--- src/rtl/pixel_splicer_pkg.sv ---
// Shared types and helpers for the pixel splicer: FSM state encoding,
// lane-counter sizing and the default pixel width.
package pixel_splicer_pkg;

   typedef enum logic {
      EMPTY = 1'b0,
      DRAIN = 1'b1
   } state_e;

   localparam int DEFAULT_PIXEL_WIDTH = 24;

   // Lane counter needs at least one bit even when a beat holds a single pixel.
   function automatic int lane_w(input int ppc);
      return (ppc <= 2) ? 1 : $clog2(ppc);
   endfunction

endpackage

--- src/rtl/splicer_frame_checker.sv ---
// Output-side frame geometry checker: counts pixels per line and lines per
// frame on the single-pixel stream and raises sticky error flags.
module splicer_frame_checker #(
   parameter int FRAME_WIDTH  = 10,
   parameter int FRAME_HEIGHT = 10
) (
   input  logic clk,
   input  logic rst,
   input  logic beat,
   input  logic sof,
   input  logic eol,
   output logic err_line,
   output logic err_frame
);

   localparam int XW = $clog2(FRAME_WIDTH + 1);
   localparam int YW = $clog2(FRAME_HEIGHT + 1);
   localparam logic [XW-1:0] X_LAST = XW'(FRAME_WIDTH - 1);
   localparam logic [XW-1:0] X_FULL = XW'(FRAME_WIDTH);
   localparam logic [YW-1:0] Y_FULL = YW'(FRAME_HEIGHT);

   logic [XW-1:0] x_q, x_d, cur_x;
   logic [YW-1:0] y_q, y_d, cur_y;
   logic          seen_sof_q, seen_sof_d;
   logic          err_line_q, err_line_d;
   logic          err_frame_q, err_frame_d;

   always_comb begin
      cur_x       = sof ? '0 : x_q;
      cur_y       = sof ? '0 : y_q;
      x_d         = x_q;
      y_d         = y_q;
      seen_sof_d  = seen_sof_q;
      err_line_d  = err_line_q;
      err_frame_d = err_frame_q;
      if (beat) begin
         // y_q counts completed lines, so a full frame shows FRAME_HEIGHT at the next SOF.
         if (sof) begin
            seen_sof_d = 1'b1;
            if (seen_sof_q && (y_q != Y_FULL)) err_frame_d = 1'b1;
         end
         if (eol != (cur_x == X_LAST)) err_line_d = 1'b1;
         if (eol) begin
            x_d = '0;
            y_d = (cur_y == Y_FULL) ? cur_y : cur_y + YW'(1);
         end else begin
            x_d = (cur_x == X_FULL) ? cur_x : cur_x + XW'(1);
         end
      end
   end

   always_ff @(posedge clk) begin
      if (rst) begin
         x_q         <= '0;
         y_q         <= '0;
         seen_sof_q  <= 1'b0;
         err_line_q  <= 1'b0;
         err_frame_q <= 1'b0;
      end else begin
         x_q         <= x_d;
         y_q         <= y_d;
         seen_sof_q  <= seen_sof_d;
         err_line_q  <= err_line_d;
         err_frame_q <= err_frame_d;
      end
   end

   assign err_line  = err_line_q;
   assign err_frame = err_frame_q;

endmodule

--- src/rtl/pixel_splicer_n.sv ---
// AXI4-Stream splicer: PPC_IN packed pixels per input beat in, one pixel per
// beat out. Define SPLICER_FRAME_CHECK_EN to build in frame geometry checking.
module pixel_splicer_n
   import pixel_splicer_pkg::*;
#(
   parameter int PIXEL_WIDTH  = DEFAULT_PIXEL_WIDTH,
   parameter int PPC_IN       = 2,
   parameter int FRAME_WIDTH  = 10,
   parameter int FRAME_HEIGHT = 10
) (
   input  logic                          aclk,
   input  logic                          areset,
   input  logic [PIXEL_WIDTH*PPC_IN-1:0] s_axis_tdata,
   input  logic                          s_axis_tvalid,
   output logic                          s_axis_tready,
   input  logic                          s_axis_tuser,
   input  logic                          s_axis_tlast,
   output logic [PIXEL_WIDTH-1:0]        m_axis_tdata,
   output logic                          m_axis_tvalid,
   input  logic                          m_axis_tready,
   output logic                          m_axis_tuser,
   output logic                          m_axis_tlast,
   output logic                          err_line,
   output logic                          err_frame
);

   localparam int LANE_W = lane_w(PPC_IN);
   localparam logic [LANE_W-1:0] LAST_LANE = LANE_W'(PPC_IN - 1);

   state_e                          state_q, state_d;
   logic [LANE_W-1:0]               lane_q, lane_d;
   logic [PIXEL_WIDTH*PPC_IN-1:0]   held_q, held_d;
   logic                            held_user_q, held_user_d;
   logic                            held_last_q, held_last_d;
   logic                            last_lane, m_hs, s_rdy, s_hs;
   logic [PIXEL_WIDTH-1:0]          pix;

   // Handshake: a beat moves on either port only in a cycle where valid and
   // ready are both high at the rising edge; valid never waits on ready.
   always_comb begin
      last_lane   = (lane_q == LAST_LANE);
      m_hs        = (state_q == DRAIN) && m_axis_tready;
      s_rdy       = !areset && ((state_q == EMPTY) || (last_lane && m_hs));
      s_hs        = s_axis_tvalid && s_rdy;
      state_d     = state_q;
      lane_d      = lane_q;
      held_d      = held_q;
      held_user_d = held_user_q;
      held_last_d = held_last_q;
      if (s_hs) begin
         state_d     = DRAIN;
         lane_d      = '0;
         held_d      = s_axis_tdata;
         held_user_d = s_axis_tuser;
         held_last_d = s_axis_tlast;
      end else if (m_hs) begin
         if (last_lane) state_d = EMPTY;
         else           lane_d  = lane_q + LANE_W'(1);
      end
   end

   always_comb begin
      pix = '0;
      for (int i = 0; i < PPC_IN; i++) begin
         if (lane_q == LANE_W'(i)) pix = held_q[i*PIXEL_WIDTH +: PIXEL_WIDTH];
      end
   end

   always_ff @(posedge aclk) begin
      if (areset) begin
         state_q     <= EMPTY;
         lane_q      <= '0;
         held_q      <= '0;
         held_user_q <= 1'b0;
         held_last_q <= 1'b0;
      end else begin
         state_q     <= state_d;
         lane_q      <= lane_d;
         held_q      <= held_d;
         held_user_q <= held_user_d;
         held_last_q <= held_last_d;
      end
   end

   assign s_axis_tready = s_rdy;
   assign m_axis_tvalid = (state_q == DRAIN);
   assign m_axis_tdata  = pix;
   assign m_axis_tuser  = (state_q == DRAIN) && held_user_q && (lane_q == '0);
   assign m_axis_tlast  = (state_q == DRAIN) && held_last_q && last_lane;

`ifdef SPLICER_FRAME_CHECK_EN
   splicer_frame_checker #(
      .FRAME_WIDTH  (FRAME_WIDTH),
      .FRAME_HEIGHT (FRAME_HEIGHT)
   ) u_frame_checker (
      .clk       (aclk),
      .rst       (areset),
      .beat      (m_hs),
      .sof       (m_axis_tuser),
      .eol       (m_axis_tlast),
      .err_line  (err_line),
      .err_frame (err_frame)
   );
`else
   // Geometry only matters to the checker; still referenced so it stays visible.
   localparam bit GEOM_OK = (FRAME_WIDTH > 0) && (FRAME_HEIGHT > 0);
   assign err_line  = 1'b0 & GEOM_OK;
   assign err_frame = 1'b0 & GEOM_OK;
`endif

endmodule

--- config.mk ---
export PLATFORM = sky130hd
export DESIGN_NAME = pixel_splicer_n
export DESIGN_NICKNAME = d
export VERILOG_FILES = /design/src/rtl/pixel_splicer_pkg.sv /design/src/rtl/splicer_frame_checker.sv /design/src/rtl/pixel_splicer_n.sv
export SDC_FILE = /design/constraint.sdc
export NUM_CORES = 1
export LEC_CHECK = 0
export BUFFER_PORTS_ARGS = -buffer_cell sky130_fd_sc_hd__buf_2
export CAP_MARGIN = 20
export CORE_MARGIN = 8
export CORE_UTILIZATION = 40
export CTS_CLUSTER_SIZE = 30
export DETAILED_ROUTE_END_ITERATION = 7
export HOLD_SLACK_MARGIN = 0.06
export PLACE_DENSITY = 0.67
export RECOVER_POWER = 25
export SYNTH_ARGS = -nofsm -noshare
export SYNTH_HDL_FRONTEND = slang
export SYNTH_SLANG_ARGS = --single-unit
--- constraint.sdc ---
create_clock -name aclk -period 2.5 [get_ports aclk]
set_input_delay 0.125 -clock aclk [delete_from_list [all_inputs] [get_ports aclk]]
set_output_delay 0.125 -clock aclk [all_outputs]
set_load 0.005 [all_outputs]
==> metrics, run 1 <==
status complete, no violations; Hold Path Stages 3; Peak supply drop 0.256 mV; PD cells about 500 nW/um^2; Metal-1 WL about 2500 microns; Worst Setup End Kind output pin; latest clock arrival within the worst-skew pair 0.31 ns; Tot Pwr roughly 1.7 mW; first-pass GRT wire length 9660 microns; initial antenna violation count 0; Max Transition Viols Final 0; Top Layer Used met4; Synthesis Warnings 0; Fin. Hold Viols 0; CP required 2.38 ns; RSZ-0062 raised after global routing no; footprint of the multi-input gates 1240 sq um; CP Max Fanout 28; core area ~5900 sq um; Final nets 386; HPWL after DPL 3720 microns; vias 1813; r2r setup slk about 0.68 ns; drt wl/cell 14.1 microns; GP Congestion about 0.67; pin count of the biggest net entering global routing 40; fmax 528 MHz; proportion of layout cells with a drive suffix above 1 48.3%; Hold Path End m_axis_tvalid; period utilization about three quarters; gr ovfl total 0; Vias per Instance 4.44; CTS tree done; Slew headroom slightly above 50%; DIE AREA approximately 9000 sq um; commonest non-fill, non-tap cells in the layout buf_2 (79), mux2_2 (69), dfxtp_1 (52); I/O Pins 84; Antenna Diode Count 0; Synth Cell Area between 2000 and 2500 sq um; met2 wire len about 2800 microns; number of fill cells a little over 500; Setup crit start kind register; CP Class register to output pin; Yosys reg bits 52; first-pass iteration count of the detailed router 4; DR DRC count 0; ANT nets after route 0; min-delay src s_axis_tvalid; Die H 93.6 microns; total wire length 5750 microns; Post-Synthesis Cells slightly above 200; clock sinks 52; vias in the first global route 2055; initial cell density of the core 41.1%; Iter 0 DRT Violations 49; syn_area_per_cell about 12 sq um; Yosys cell types 19; met3 WL 338 microns; WP data arrival about 1.8 ns; Slew @ Worst Pin slightly above 0.7 ns; CTS resizes 0; number of buffers created by CTS 5; Seq/Total Area, Yosys between 40% and 50%; HP Class input port to register; Final Critical Period 1.89 ns; Reg area about 1000 sq um; Longest Clk Path Bufs 2; row count 28; Synth-to-Final Area Change 41.2%; reg2reg start m_axis_tvalid; commonest non-fill, non-tap cell in the layout buf_2; Post-CTS Setup Inserts 0; FF-to-FF path depth 4; IO Port Bufs slightly above 80; Max-Cap Viols 0; worst hold slack 0.0723 ns; Clock Skew 0.0126 ns; cts hold-fix bufs 49; Final TNS setup 0 ns; H-tree levels 2; FF-to-FF End held_q[34]; Final Setup Violations 0; leakage 1.60 nW; CTS root buf clkbuf_8; clk slew on worst S/H paths 0.10 ns; GRT Util Overall between 10% and 20%; Die X 93.6 microns
## layer usage
metal | vias up | track usage (%)
li1 | 938 | -
met1 | 820 | 15.7
met2 | 48 | 23.0
met3 | 7 | 4.25
met4 | 0 | 4.89
met5 | - | 0
## flip-flops by register name, summed over array words and instances (netlist names)
name	flops
held_q	48
held_last_q	1
held_user_q	1
lane_q	1
m_axis_tvalid	1
## cells in the mapped netlist (all sizes together)
| library cell | count | area [sq um] |
|---|---|---|
| a21oi | 1 | 5.00 |
| a21boi | 1 | 18.8 |
| dfxtp | 52 | 1040 |
| nand3b | 1 | 7.51 |
| nor3 | 1 | 16.3 |
| mux2 | 74 | 833 |
| o21ai | 1 | 5.00 |
| inv | 1 | 3.75 |
| conb | 1 | 3.75 |
| nor2b | 43 | 269 |
| buf | 11 | 97.6 |
| and3b | 1 | 8.76 |
| and3 | 1 | 6.26 |
| clkbuf | 5 | 18.8 |
| nor2 | 3 | 11.3 |
| and2b | 8 | 60.1 |
## worst max path at each step
stage / depth (start not counted) / end / from / slack (ns)
floorplan: 4 / held_last_q / m_axis_tvalid / 1.15
global placement: 4 / held_q[16] / areset / 0.86
detailed placement: 4 / held_q[1] / areset / 0.85
CTS: 3 / m_axis_tdata[18] / lane_q / 0.76
global route: 3 / m_axis_tdata[18] / lane_q / 0.49
finish: 3 / m_axis_tdata[14] / lane_q / 0.61
## cell type report
type,instances,share of cell area (%)
multi-input cells,137,36.4
repair buffers,135,27.3
clock buffers,5,2.03
inverters,1,0.110
well taps,75,2.76
flip-flops and latches,52,30.6
clock inverters,3,0.700
## kinds of logic (layout without fill, tap and decap cells)
logic type / Yosys count / after routing / synth area share [%]
simple gates: 58 / 58 / 15.8
flops: 52 / 52 / 43.3
other cells: 1 / 2 / 0.156
buf+inv: 17 / 144 / 4.99
mux: 74 / 74 / 34.6
compound gates: 3 / 3 / 1.20
## through the flow
stage                     cells  cell area, sq um  utilization, %  worst slack (ns)
after floorplan             206              2410               -              1.15
after CTS                   407              3410            58.2             0.759
after global placement      350              2820            48.2             0.864
after detailed placement    350              2820            48.2             0.847
after global routing        408              3400            58.1             0.491
final                       408              3400            58.1             0.605
## critical path, stage by stage (launching register included)
cell and delay, ns:
dfxtp_1 0.34, clkbuf_2 0.58, mux2_2 0.42, buf_2 0.13
## power breakdown
group	switching, mW	internal (mW)
Sequential	0.0250	0.890
Clock	0.291	0.199
Combinational	0.114	0.213
Power figures use the tool's default switching activity.
==> run 2: changes to the inputs <==
--- a/config.mk
+++ b/config.mk
@@ -5,6 +5,7 @@
 export SDC_FILE = /design/constraint.sdc
 export NUM_CORES = 1
 export LEC_CHECK = 0
+export ABC_AREA = 1
 export BUFFER_PORTS_ARGS = -buffer_cell sky130_fd_sc_hd__buf_2
 export CAP_MARGIN = 20
 export CORE_MARGIN = 8
@@ -12,7 +13,7 @@
 export CTS_CLUSTER_SIZE = 30
 export DETAILED_ROUTE_END_ITERATION = 7
 export HOLD_SLACK_MARGIN = 0.06
-export PLACE_DENSITY = 0.67
+export PLACE_DENSITY = 0.68
 export RECOVER_POWER = 25
 export SYNTH_ARGS = -nofsm -noshare
 export SYNTH_HDL_FRONTEND = slang
==> constraint.sdc (replaced) <==
create_clock -name aclk -period 1.8 [get_ports aclk]
set_input_delay 0.09 -clock aclk [delete_from_list [all_inputs] [get_ports aclk]]
set_output_delay 0.09 -clock aclk [all_outputs]
set_load 0.005 [all_outputs]
==> metrics, run 2 <==
DIE AREA 8310 sq um (-5.0%); ANT nets after route 0 (unchanged); PD cells 783 nW/um^2 (+54%); Final Critical Period 1.64 ns; Final TNS setup 0 ns (unchanged); Die H 91.2 microns (-2.5%); Slew headroom 64.5% (+13 points); Synthesis Warnings 0 (unchanged); gr ovfl total 0 (unchanged); status complete, no violations; Synth-to-Final Area Change 44.8%; CTS tree done; WP data arrival 1.55 ns (-0.22 ns); Yosys reg bits 52 (unchanged); FF-to-FF End held_q[20]; CP Class register to output pin; CP required 1.71 ns (-0.67 ns); RSZ-0062 raised after global routing no; Max Transition Viols Final 0 (unchanged); max reg flops 48 (unchanged); number of buffers created by CTS 5 (unchanged); Fin. Hold Viols 0 (unchanged); Hold Path End lane_q; DR DRC count 0 (unchanged); min-delay src m_axis_tready; Synth Cell Area 2260 sq um (-6.0%); fmax ~610 MHz; Longest Clk Path Bufs 2 (unchanged); vias 2506 (+38%); clk slew on worst S/H paths 0.09 ns (about the same); Slew @ Worst Pin 0.531 ns (-0.195 ns); leakage 1.72 nW (+7.9%); Post-CTS Setup Inserts 0 (unchanged); proportion of layout cells with a drive suffix above 1 22.7% (-26 points); first-pass GRT wire length 11600 microns (+20%); Yosys cell types 17 (-2); fin cells 509 (+25%); Top reg by flops held_q; Commonest cells post-synth nand2_1 (125), nand3_1 (100), dfxtp_1 (52); Final Setup Violations 0 (unchanged); GP Congestion 0.724 (+7.8%); initial antenna violation count 0 (unchanged); cell taking the most area after synthesis dfxtp_1; vias in the first global route 2465 (+20%); CTS root buf clkbuf_8; syn_area_per_cell 7.13 sq um (-39%); ys async rst share 0% (unchanged); Peak supply drop 0.425 mV (+66%); total wire length 6990 microns (+22%); CP Max Fanout 25 (-11%); period utilization 90.9%; core area 5470 sq um (-6.5%); # placed instances 450 (+29%); Final nets 490 (+27%); Antenna Diode Count 0 (unchanged); H-tree levels 2 (unchanged); I/O Pins 84 (unchanged); cell area after layout 3270 sq um (-3.6%); Die X 91.2 microns (-2.5%); leading register cell type out of synthesis dfxtp_1; r2r setup slk 0.17 ns (-0.51 ns); Worst Setup End Kind output pin; HP Class input port to register; commonest non-fill, non-tap cells in the layout nand2_1 (125), nand3_1 (101), buf_2 (79); HPWL after DPL 4210 microns (+13%); clock sinks 52 (unchanged); Seq/Total Area, Yosys 46.0% (+2.8 points); Iter 0 DRT Violations 190 (+290%); first-pass iteration count of the detailed router 4 (unchanged); Post-Synthesis Cells 317 (+55%); Clock Skew 0.00923 ns (-0.00336 ns); FF-to-FF path depth 5 (+1); Vias per Instance 4.92 (+11%); Max-Cap Viols 0 (unchanged); Synth top area share 46.0% (+2.8 points); reg2reg start m_axis_tvalid; top post-synthesis cells by area dfxtp_1 (46%), nand3_1 (22%), nand2_1 (21%); GRT Util Overall 16.5% (+2.9 points); Cell Area, Placed 2660 sq um (-5.6%); Setup crit start kind register; EDFF count, synth 0 (unchanged); IO Port Bufs 81 (unchanged); commonest non-fill, non-tap cell in the layout nand2_1; initial cell density of the core 41.3% (+0.19 points); row count 27 (-3.6%); drt wl/cell 13.7 microns (-2.5%); pin count of the biggest net entering global routing 52 (+30%); Hold Path Stages 3 (unchanged); latest clock arrival within the worst-skew pair 0.31 ns (about the same); cell with the most instances after synthesis nand2_1
## run 2: routing by layer
metal	GRT usage (%)	part of all wire [%]
met1	20.0	43
met2	27.3	48
met3	4.69	7.2
met4	5.59	1.8
met5	0	0
## run 2: power by group
group | internal [mW] | switching [mW] | total, mW
sequential | 1.24 | 0.0496 | 1.29
combinational | 0.228 | 0.228 | 0.456
clock | 0.419 | 0.398 | 0.817
## run 2: final cells by class
class	instances	area, sq um
inverters	2	11.3
clock buffers	5	68.8
fillers	531	2200
repair buffers	139	978
clock inverters	3	46.3
multi-input cells	236	1040
flip-flops and latches	52	1040
well taps	72	90.1
## run 2: how the worst max path moves through the flow
stage                        from              end  cells after the start
floorplan                  lane_q      held_last_q                      7
global placement           lane_q  m_axis_tdata[9]                      4
detailed placement         lane_q  m_axis_tdata[5]                      4
CTS                        lane_q  m_axis_tdata[5]                      4
global route        m_axis_tvalid       held_q[16]                      5
finish                     lane_q  m_axis_tdata[5]                      4
## run 2: kinds of logic after synthesis
family / after synthesis / synth area share (%)
simple gates: 231 / 44.6
buf+inv: 30 / 8.02
other cells: 1 / 0.166
flops: 52 / 46.0
compound gates: 3 / 1.16
## run 2: what timing repair did
item / CTS / global route
hold endpoints to repair: 51 / 0
gates resized for setup: 0 / 2
hold buffers: 51 / 0
setup endpoints to repair: 0 / 25
## run 2: critical path, cell delays in order, from the launching register on
cell and delay, ns:
dfxtp_2 0.40, clkinvlp_4 0.44, nand2_1 0.19, nand2_1 0.08, buf_2 0.13
## run 2: metrics by stage
stage | setup WS [ns] | power [mW] | hold slack [ns] | utilization [%]
2_1_floorplan | 0.758 | 1.54 | 0.159 | -
3_3_place_gp | 0.408 | 1.68 | 0.313 | 48.7
3_5_place_dp | 0.386 | 1.69 | 0.317 | 48.7
4_1_cts | 0.0397 | 2.59 | 0.0742 | 60.1
5_1_grt | 0.0250 | 2.69 | 0.0864 | 59.8
6_report | 0.163 | 2.56 | 0.0838 | 59.8
